$ cat config.mk
export PLATFORM = sky130hd
export DESIGN_NAME = shift_reg_elastic_flat
export DESIGN_NICKNAME = d
export VERILOG_FILES = /design/src/rtl/shift_reg_elastic_pkg.sv /design/src/rtl/shift_reg_elastic_if.sv /design/src/rtl/gnrl_dff.sv /design/src/rtl/shift_reg_elastic_stage.sv /design/src/rtl/shift_reg_elastic.sv /design/src/flat_wrapper.sv
export SDC_FILE = /design/constraint.sdc
export NUM_CORES = 1
export LEC_CHECK = 0
export ABC_AREA = 1
export BUFFER_PORTS_ARGS = -buffer_cell sky130_fd_sc_hd__buf_2
export CAP_MARGIN = 25
export CORE_MARGIN = 4
export CORE_UTILIZATION = 30
export DETAILED_ROUTE_END_ITERATION = 8
export GPL_TIMING_DRIVEN = 0
export HOLD_SLACK_MARGIN = 0.12
export MAX_ROUTING_LAYER = met4
export PLACE_DENSITY = 0.51
export SYNTH_ARGS = -nofsm -noshare
export SYNTH_HDL_FRONTEND = slang
export SYNTH_HIERARCHICAL = 1
export SYNTH_SLANG_ARGS = --single-unit
$ cat constraint.sdc
create_clock -name clk_i -period 1.84 [get_ports clk_i]
set_clock_uncertainty 0.2 [all_clocks]
set_input_delay 0.184 -clock clk_i [delete_from_list [all_inputs] [get_ports clk_i]]
set_output_delay 0.184 -clock clk_i [all_outputs]
set_load 0.03 [all_outputs]
$ cat src/rtl/shift_reg_elastic_pkg.sv
// Shared helpers for the elastic delay pipeline.
package shift_reg_elastic_pkg;

  // Occupancy counter width: enough bits for 0..depth, never narrower than one bit.
  function automatic int cnt_width(input int depth);
    return (depth < 1) ? 1 : $clog2(depth + 1);
  endfunction

endpackage

$ cat src/rtl/shift_reg_elastic_if.sv
// Upstream/downstream handshake bundle of the elastic delay pipeline.
interface shift_reg_elastic_if #(
  parameter int Depth = 4,
  parameter int Width = 32
);
  import shift_reg_elastic_pkg::*;

  localparam int CntW = cnt_width(Depth);

  logic             flush_i;
  logic             valid_i;
  logic             ready_o;
  logic [Width-1:0] data_i;
  logic             valid_o;
  logic             ready_i;
  logic [Width-1:0] data_o;
  logic [CntW-1:0]  occupancy_o;
  logic             empty_o;

  modport slave (
    input  flush_i, valid_i, data_i, ready_i,
    output ready_o, valid_o, data_o, occupancy_o, empty_o
  );

  modport master (
    output flush_i, valid_i, data_i, ready_i,
    input  ready_o, valid_o, data_o, occupancy_o, empty_o
  );

endinterface

$ cat src/rtl/gnrl_dff.sv
// Generic reset flops: plain and load-enabled, async active-low reset to zero.
module gnrl_dffr #(
  parameter int DW = 1
) (
  input  logic          clk,
  input  logic          rst_n,
  input  logic [DW-1:0] dnxt,
  output logic [DW-1:0] qout
);
  always_ff @(posedge clk or negedge rst_n) begin
    if (!rst_n) qout <= '0;
    else        qout <= dnxt;
  end
endmodule

module gnrl_dfflr #(
  parameter int DW = 1
) (
  input  logic          clk,
  input  logic          rst_n,
  input  logic          lden,
  input  logic [DW-1:0] dnxt,
  output logic [DW-1:0] qout
);
  always_ff @(posedge clk or negedge rst_n) begin
    if (!rst_n)    qout <= '0;
    else if (lden) qout <= dnxt;
  end
endmodule

$ cat src/rtl/shift_reg_elastic_stage.sv
// One pipeline stage: valid bit advances on en, payload loads only for a real beat.
module shift_reg_elastic_stage #(
  parameter int Width = 32
) (
  input  logic             clk_i,
  input  logic             rst_ni,
  input  logic             flush,
  input  logic             en,
  input  logic             valid_d,
  input  logic [Width-1:0] data_d,
  output logic             valid_q,
  output logic [Width-1:0] data_q
);
  logic valid_nxt;

  assign valid_nxt = ~flush & (en ? valid_d : valid_q);

  gnrl_dffr #(.DW(1)) u_valid (
    .clk   (clk_i),
    .rst_n (rst_ni),
    .dnxt  (valid_nxt),
    .qout  (valid_q)
  );

  // Payload is left untouched by bubbles and flushes so the flop bank can be clock-gated.
  gnrl_dfflr #(.DW(Width)) u_data (
    .clk   (clk_i),
    .rst_n (rst_ni),
    .lden  (en & valid_d & ~flush),
    .dnxt  (data_d),
    .qout  (data_q)
  );
endmodule

$ cat src/rtl/shift_reg_elastic.sv
// Fixed-depth delay pipeline with valid/ready backpressure, bubble collapsing,
// synchronous flush and occupancy count.
module shift_reg_elastic
  import shift_reg_elastic_pkg::*;
#(
  parameter int Depth = 4,
  parameter int Width = 32
) (
  input  logic                 clk_i,
  input  logic                 rst_ni,
  shift_reg_elastic_if.slave   pipe
);
  localparam int CntW = cnt_width(Depth);

  if (Depth == 0) begin : g_bypass
    logic unused_bypass;
    assign unused_bypass    = ^{clk_i, rst_ni, pipe.flush_i};
    assign pipe.valid_o     = pipe.valid_i;
    assign pipe.ready_o     = pipe.ready_i;
    assign pipe.data_o      = pipe.data_i;
    assign pipe.occupancy_o = '0;
    assign pipe.empty_o     = 1'b1;
  end else begin : g_pipe
    logic [Depth:0]   en;
    logic [Depth-1:0] valid_q;
    logic [Depth-1:0] valid_d;
    logic [Width-1:0] data_q [Depth];
    logic [Width-1:0] data_d [Depth];
    logic [CntW-1:0]  count;
    logic [CntW-1:0]  count_nxt;
    logic             acc;
    logic             ret;

    // A stage may advance when it is empty or everything downstream of it advances.
    always_comb begin
      en        = '0;
      en[Depth] = pipe.ready_i;
      for (int k = Depth - 1; k >= 0; k--) begin
        en[k] = ~valid_q[k] | en[k+1];
      end
    end

    for (genvar k = 0; k < Depth; k++) begin : g_stage
      if (k == 0) begin : g_head
        assign valid_d[k] = pipe.valid_i & ~pipe.flush_i;
        assign data_d[k]  = pipe.data_i;
      end else begin : g_body
        assign valid_d[k] = valid_q[k-1];
        assign data_d[k]  = data_q[k-1];
      end

      shift_reg_elastic_stage #(.Width(Width)) u_stage (
        .clk_i   (clk_i),
        .rst_ni  (rst_ni),
        .flush   (pipe.flush_i),
        .en      (en[k]),
        .valid_d (valid_d[k]),
        .data_d  (data_d[k]),
        .valid_q (valid_q[k]),
        .data_q  (data_q[k])
      );
    end

    assign pipe.ready_o = en[0] & ~pipe.flush_i;
    assign pipe.valid_o = valid_q[Depth-1] & ~pipe.flush_i;
    assign pipe.data_o  = data_q[Depth-1];

    assign acc = pipe.valid_i & pipe.ready_o;
    assign ret = pipe.valid_o & pipe.ready_i;

    always_comb begin
      count_nxt = count;
      if (pipe.flush_i) begin
        count_nxt = '0;
      end else begin
        case ({acc, ret})
          2'b10:   count_nxt = count + CntW'(1);
          2'b01:   count_nxt = count - CntW'(1);
          default: count_nxt = count;
        endcase
      end
    end

    gnrl_dffr #(.DW(CntW)) u_count (
      .clk   (clk_i),
      .rst_n (rst_ni),
      .dnxt  (count_nxt),
      .qout  (count)
    );

    assign pipe.occupancy_o = count;
    assign pipe.empty_o     = (count == '0);

    ap_count_matches: assert property (@(posedge clk_i) disable iff (!rst_ni)
      int'(count) == $countones(valid_q));
    ap_no_ready_in_flush: assert property (@(posedge clk_i) disable iff (!rst_ni)
      !(pipe.ready_o && pipe.flush_i));
    ap_count_bound: assert property (@(posedge clk_i) disable iff (!rst_ni)
      int'(count) <= Depth);
  end
endmodule

$ cat src/flat_wrapper.sv
// flat-port wrapper written by rule: the top's interface ports become plain ports
module shift_reg_elastic_flat import shift_reg_elastic_pkg::*;
#(
  parameter int Depth = 4,
  parameter int Width = 32
)
  (clk_i, rst_ni, pipe_flush_i, pipe_valid_i, pipe_data_i, pipe_ready_i, pipe_ready_o, pipe_valid_o, pipe_data_o, pipe_occupancy_o, pipe_empty_o);
  shift_reg_elastic_if #(.Depth(Depth), .Width(Width)) pipe_i ();
  input  logic clk_i;
  input  logic rst_ni;
  input wire logic [$bits(pipe_i.flush_i)-1:0] pipe_flush_i;
  input wire logic [$bits(pipe_i.valid_i)-1:0] pipe_valid_i;
  input wire logic [$bits(pipe_i.data_i)-1:0] pipe_data_i;
  input wire logic [$bits(pipe_i.ready_i)-1:0] pipe_ready_i;
  output wire logic [$bits(pipe_i.ready_o)-1:0] pipe_ready_o;
  output wire logic [$bits(pipe_i.valid_o)-1:0] pipe_valid_o;
  output wire logic [$bits(pipe_i.data_o)-1:0] pipe_data_o;
  output wire logic [$bits(pipe_i.occupancy_o)-1:0] pipe_occupancy_o;
  output wire logic [$bits(pipe_i.empty_o)-1:0] pipe_empty_o;
  assign pipe_i.flush_i = pipe_flush_i;
  assign pipe_i.valid_i = pipe_valid_i;
  assign pipe_i.data_i = pipe_data_i;
  assign pipe_i.ready_i = pipe_ready_i;
  assign pipe_ready_o = pipe_i.ready_o;
  assign pipe_valid_o = pipe_i.valid_o;
  assign pipe_data_o = pipe_i.data_o;
  assign pipe_occupancy_o = pipe_i.occupancy_o;
  assign pipe_empty_o = pipe_i.empty_o;
  shift_reg_elastic #(.Depth(Depth), .Width(Width)) u_core (.clk_i(clk_i), .rst_ni(rst_ni), .pipe(pipe_i));
endmodule
==> results of run 1 <==
==> sequential cells by signal, indices dropped and copies added, names as in the netlist <==
register	count
u_core/g_pipe.g_stage.u_stage/u_valid/qout	4
u_core/g_pipe.u_count/qout	3
u_core/g_pipe.g_stage.u_stage/u_data/qout	128
==> worst max path at each step <==
stage / endpoint / slack (ns) / cells after the start
after floorplan: u_core/g_pipe.u_count/qout[2] / 0.004 / 11
after global placement: u_core/g_pipe.g_stage[3].u_stage/u_data/qout[2] / -1.43 / 1
after detailed placement: u_core/g_pipe.u_count/qout[2] / -0.15 / 10
after CTS: u_core/g_pipe.u_count/qout[1] / -0.007 / 8
after global routing: u_core/g_pipe.u_count/qout[2] / -0.09 / 11
final: u_core/g_pipe.u_count/qout[1] / -0.03 / 8
==> layout by cell type (no fill, tap or decap), drive strengths merged <==
cell,instances
fa,1
and3,1
nand4,2
dlygate4sd3,44
clkbuf,33
bufinv,3
dlymetal6s4s,1
inv,23
clkinv,6
o21ai,2
dfrtp,135
and2,1
buf,96
nand2,394
nor3,1
clkinvlp,3
ha,1
a21oi,1
nor2,9
nand3,9
==> final cells by class <==
class,instances,area (um^2)
Fill cell,1856,10750
Sequential cell,135,3379
Multi-Input combinational cell,422,1814
Timing Repair Buffer,126,925.9
Clock buffer,20,466.7
Buffer,28,384.1
Tap cell,229,286.5
Clock inverter,12,150.1
Inverter,23,116.4
==> what timing repair did <==
action | in CTS | in global routing
gates cloned | 0 | 1
resized for setup | 6 | 8
setup endpoints to repair | 3 | 101
pin swaps | 3 | 5
endpoints found under the hold margin | 174 | 0
hold buffers | 45 | 0
setup buffers | 4 | 1
==> layer usage <==
metal,vias to the layer above,wire (um),global-route usage [%],part of all wire [%]
met5,-,0,-,0
met1,1875,5774,14.90,48
met4,0,211,4.986,1.8
li1,2109,-,-,-
met2,60,5595,19.30,47
met3,17,397,3.368,3.3
==> critical path, stage by stage, from the launching register on <==
cell	delay, ns
dfrtp_1	0.39
inv_2	0.07
nor2_4	0.14
nand4_4	0.11
nand2_4	0.09
ha_4	0.14
fa_2	0.43
o21ai_1	0.14
nor2_1	0.05
==> kinds of logic (layout without fill, tap and decap cells) <==
logic type,after synthesis,after routing
compound gates,3,3
fa+ha+maj,2,2
buf+inv,51,209
flops,135,135
simple gates,417,417
==> report_power, final <==
group / internal [mW] / switching, mW / leakage [nW]
clock network: 2.23 / 1.25 / 0.298
registers: 3.46 / 0.285 / 1.78
logic: 0.411 / 0.555 / 2.10
==> flow_metrics.env, run 1 <==
export IMPL_outcome="finished, violations left"
export IMPL_violations="setup timing"
export IMPL_cts_sinks=135
export IMPL_hold_viol=0
export IMPL_drc=0
export IMPL_min_period_ns=1.867
export IMPL_routabilityCongestion=0.7700
export IMPL_synthCells=608
export IMPL_clock_latency_ns=0.42
export IMPL_ios=75
export IMPL_area_growth_pct=33.00
export IMPL_synth_adder_area_share_pct=0.5751
export IMPL_routed_via_count=4061
export IMPL_via_per_inst=4.081
export IMPL_power_total_mw=8.190
export IMPL_hp_start="pipe_flush_i"
export IMPL_cts_tree="done"
export IMPL_ys_ff_latch=135
export IMPL_ant_nets=0
export IMPL_synth_simple_area_share_pct=30.66
export IMPL_reg2reg_depth=8
export IMPL_ys_flop_type="dfrtp_1"
export IMPL_synth_mux_area_share_pct=0
export IMPL_slew_violations=0
export IMPL_hp_class="input port to flip-flop"
export IMPL_grt_max_degree=91
export IMPL_synth_top_area_cell="dfrtp_1"
export IMPL_crit_fanout=3
export IMPL_n_antenna_cell=0
export IMPL_required_ns=1.95
export IMPL_synth_commonest_cells="354 x nand2_1, 135 x dfrtp_1, 40 x nand2_2"
export IMPL_holdPathStages=6
export IMPL_cts_htree_levels=4
export IMPL_port_buffers=74
export IMPL_die_h_um=145.3
export IMPL_grt_pass1_wl_um=20380
export IMPL_synth_distinct_cells=22
export IMPL_yosysTopAreaCellShare_pct=59.72
export IMPL_worstSetupPathType="flip-flop to flip-flop"
export IMPL_worst_pin_slew_ns=0.4645
export IMPL_setup_tns_ns=-0.04835
export IMPL_r2r_end="u_core/g_pipe.u_count/qout[1]"
export IMPL_period_share_pct=101.4
export IMPL_synth_area_per_cell_um2=9.304
export IMPL_hold_end="u_core/g_pipe.u_count/qout[1]"
export IMPL_synth_edff_count=0
export IMPL_synth_xor_area_share_pct=0
export IMPL_fin_area_um2=7523
export IMPL_hold_slack_ns=0.1785
export IMPL_coreArea_um2=18270
export IMPL_synth_seq_area_share_pct=59.72
export IMPL_grt_pass1_vias=4203
export IMPL_fin_cells=995
export IMPL_postLayoutCoreUtil_pct=41.18
export IMPL_drive_gt1_share_pct=26.76
export IMPL_cts_buffer_depth=2
export IMPL_yosysWarnings=6
export IMPL_r2r_setup_slack_ns=-0.03
export IMPL_dp_hpwl_um=8187
export IMPL_start_util_pct=30.96
export IMPL_crit_path_start_kind="flip-flop"
export IMPL_ir_drop_v=0.0005194
export IMPL_r2r_start="u_core/g_pipe.g_stage[3].u_stage/u_valid/qout"
export IMPL_synth_area_um2=5657
export IMPL_rows=49
export IMPL_setup_violations=3
export IMPL_synth_top_family_by_area="simple AND/OR/NAND/NOR gates"
export IMPL_power_density_nw_per_um2=1089
export IMPL_grtUsageTotal_pct=12.23
export IMPL_placed_area_um2=6347
export IMPL_synth_async_sr_flop_share_pct=100.0
export IMPL_fmax_ghz=0.5358
export IMPL_antenna_found_initial=0
export IMPL_cts_inserted_buffers=17
export IMPL_syn_num_nets=647
export IMPL_cts_reportedPaths_clkPinSlew_ns=0.06
export IMPL_synth_compound_area_share_pct=0.2654
export IMPL_post_place_cells=912
export IMPL_cts_root_buffer="clkbuf_16"
export IMPL_nets=792
export IMPL_power_leakage_nw=4.180
export IMPL_gr_total_overflow=0
export IMPL_cp_end_kind="flip-flop"
export IMPL_arrival_ns=1.98
export IMPL_place_ws_ns=-0.1482
export IMPL_max_slew_margin_rel_pct=69.04
export IMPL_fp_dieW_um=145.3
export IMPL_setup_slack_ns=-0.02650
export IMPL_routedWlPerCell_um=12.04
export IMPL_wl_um=11980
export IMPL_grt_setup_unrepaired="yes"
export IMPL_synth_area_leaders="dfrtp_1 60%, nand2_1 23%, nand2_2 4.4%"
export IMPL_dr_pass1_iters=4
export IMPL_cp_startpoint="u_core/g_pipe.g_stage[3].u_stage/u_valid/qout"
export IMPL_dr_first_iter_drc_count=170
export IMPL_cap_violations=0
export IMPL_synth_most_common_cell="nand2_1"
export IMPL_dieArea_um2=21120
Note: power is estimated with default switching activity, not from simulation.
==> run 2: changes to the inputs <==
--- a/config.mk
+++ b/config.mk
@@ -10,6 +10,7 @@
 export CAP_MARGIN = 25
 export CORE_MARGIN = 4
 export CORE_UTILIZATION = 30
+export CTS_BUF_LIST = sky130_fd_sc_hd__clkbuf_4
 export DETAILED_ROUTE_END_ITERATION = 8
 export GPL_TIMING_DRIVEN = 0
 export HOLD_SLACK_MARGIN = 0.12
==> flow_metrics.env, run 2 (synthesized netlist as in run 1, its figures left out) <==
export IMPL_internal_power_mw=4.773
export IMPL_cts_sinks=135
export IMPL_setup_violations=3
export IMPL_dieArea_um2=21120
export IMPL_power_density_nw_per_um2=934.7
export IMPL_period_share_pct=103.7
export IMPL_cts_inserted_buffers=17
export IMPL_top_regs="u_core/g_pipe.g_stage.u_stage/u_data/qout x128, u_core/g_pipe.g_stage.u_stage/u_valid/qout x4, u_core/g_pipe.u_count/qout x3"
export IMPL_hold_viol=0
export IMPL_hp_class="input port to flip-flop"
export IMPL_cp_end_kind="flip-flop"
export IMPL_ant_nets=0
export IMPL_wl_um=11630
export IMPL_dp_hpwl_um=8187
export IMPL_nets=786
export IMPL_grt_setup_unrepaired="yes"
export IMPL_ios=75
export IMPL_setup_slack_ns=-0.06792
export IMPL_layout_common_cells="353 x nand2_1, 133 x dfrtp_1, 70 x buf_2"
export IMPL_slowest_delay_ns=0.52
export IMPL_routedWlPerCell_um=11.75
export IMPL_fp_dieW_um=145.3
export IMPL_pwr_share_comb_pct=14.4
export IMPL_regMostFlops="u_core/g_pipe.g_stage.u_stage/u_data/qout"
export IMPL_regArea_um2=3381
export IMPL_power_frac_clock_pct=29.6
export IMPL_ir_drop_v=0.0003267
export IMPL_cts_buffer_depth=2
export IMPL_cts_root_buffer="clkbuf_4"
export IMPL_routabilityCongestion=0.7700
export IMPL_required_ns=2.08
export IMPL_crit_buf_inv=3
export IMPL_gr_total_overflow=0
export IMPL_fin_area_um2=7128
export IMPL_placed_area_um2=6347
export IMPL_via_per_inst=4.049
export IMPL_die_h_um=145.3
export IMPL_fmax_ghz=0.5241
export IMPL_critPathSlowestCell="dlygate4sd3_1"
export IMPL_start_util_pct=30.96
export IMPL_swShare_pct=28.36
export IMPL_worstSetupPathType="input port to flip-flop"
export IMPL_crit_path_start_kind="input port"
export IMPL_power_frac_seq_pct=56.0
export IMPL_dr_pass1_iters=6
export IMPL_r2r_setup_slack_ns=-0.06
export IMPL_antenna_found_initial=1
export IMPL_multi_input_area_um2=1812
export IMPL_cp_top_family="buffers and inverters"
export IMPL_cts_htree_levels=4
export IMPL_cts_tree="done"
export IMPL_max_slew_margin_rel_pct=70.32
export IMPL_rows=49
export IMPL_drive_gt1_share_pct=26.71
export IMPL_dr_first_iter_drc_count=187
export IMPL_slew_violations=0
export IMPL_port_buffers=74
export IMPL_arrival_ns=2.14
export IMPL_coreArea_um2=18270
export IMPL_crit_fanout=7
export IMPL_post_place_cells=912
export IMPL_grt_pass1_vias=4151
export IMPL_violations="setup timing"
export IMPL_fillers=1903
export IMPL_fin_cells=990
export IMPL_switching_power_mw=1.890
export IMPL_largest_reg_flops=128
export IMPL_min_period_ns=1.908
export IMPL_hold_slack_ns=0.1896
export IMPL_cts_reportedPaths_clkPinSlew_ns=0.12
export IMPL_cap_violations=0
export IMPL_clock_latency_ns=0.53
export IMPL_mostFrequentLayoutCell="nand2_1"
export IMPL_drc=0
export IMPL_outcome="finished, violations left"
export IMPL_grt_max_degree=91
export IMPL_worst_pin_slew_ns=0.4453
export IMPL_path_cells="dlygate4sd3_1 > buf_2 > inv_1 > and3_2 > ha_4 > fa_2 > nor2_1 > nor2_1 > nor2_1 > nor2_1"
export IMPL_grtUsageTotal_pct=11.98
export IMPL_routed_via_count=4009
export IMPL_power_leakage_nw=4.004
export IMPL_postLayoutCoreUtil_pct=39.02
export IMPL_grt_pass1_wl_um=19970
export IMPL_area_growth_pct=26.01
export IMPL_crit_top_cell="nor2_1"
run 2: changes by cell type in the layout (fill, tap and decap cells not counted), moves of 2 or more:
| cell | previous run | this run |
|---|---|---|
| clkbuf_4 | 0 | 17 |
| clkbuf_8 | 15 | 12 |
| dlygate4sd3_1 | 44 | 40 |
| inv_1 | 14 | 12 |
| clkinv_1 | 0 | 3 |
| clkbuf_16 | 18 | 0 |
| inv_2 | 5 | 7 |
| buf_2 | 72 | 70 |
run 2: what timing repair did:
item	CTS	global route
pin swaps	1	3
hold endpoints to repair	183	0
gates resized for setup	10	7
hold buffers	40	0
setup buffers	4	1
setup endpoints to repair	4	6
run 2: through the flow:
| stage | TNS [ns] | setup slack, ns | power (mW) |
|---|---|---|---|
| after detailed placement | -0.2600 | -0.1482 | 4.694 |
| after floorplan | 0 | 0.004027 | 4.348 |
| final | -0.1559 | -0.06792 | 6.662 |
| after global placement | -191.31 | -1.428 | 4.649 |
| after global routing | -3.340 | -0.1397 | 7.093 |
| after CTS | -0.2523 | -0.1393 | 6.789 |
run 2: power groups by stage:
stage	clock network [mW]	registers (mW)	logic [mW]
2_1_floorplan	0	3.86	0.487
3_3_place_gp	0	3.79	0.860
3_5_place_dp	0	3.80	0.898
4_1_cts	2.07	3.74	0.976
5_1_grt	2.19	3.80	1.10
6_report	1.97	3.73	0.958
run 2: final cells by class:
class	instances	share of cell area (%)
Antenna cell	1	0.03511
Buffer	28	5.389
Clock buffer	17	1.790
Clock inverter	15	2.264
Inverter	23	1.632
Multi-Input combinational cell	422	25.42
Sequential cell	135	47.43
Tap cell	229	4.020
Timing Repair Buffer	120	12.02
run 2: path summary, 6_finish.rpt:
check	end	depth (start not counted)	start
setup / recovery	u_core/g_pipe.u_count/qout[2]	10	pipe_flush_i
hold / removal	u_core/g_pipe.g_stage[0].u_stage/u_data/qout[14]	4	pipe_data_i[14]
setup reg to reg	u_core/g_pipe.u_count/qout[1]	8	u_core/g_pipe.g_stage[3].u_stage/u_valid/qout
hold reg to reg	u_core/g_pipe.g_stage[3].u_stage/u_data/qout[27]	2	u_core/g_pipe.g_stage[3].u_stage/u_data/qout[27]
max in group asynchronous	u_core/g_pipe.g_stage[0].u_stage/u_data/qout[7]	4	rst_ni
min in group asynchronous	u_core/g_pipe.u_count/qout[2]	3	rst_ni
run 2: tightest hold or removal path, cell delays in order:
cell,delay [ns]
dlygate4sd3_1,0.52
buf_2,0.10
nand2_1,0.04
nand2_1,0.05
run 2: per-layer routing:
metal,vias to the layer above,wire [um],global-route usage [%]
met2,69,5469,18.81
met3,12,500,2.993
met1,1825,5468,14.70
li1,2103,-,-
met5,-,0,-
met4,0,193,5.271
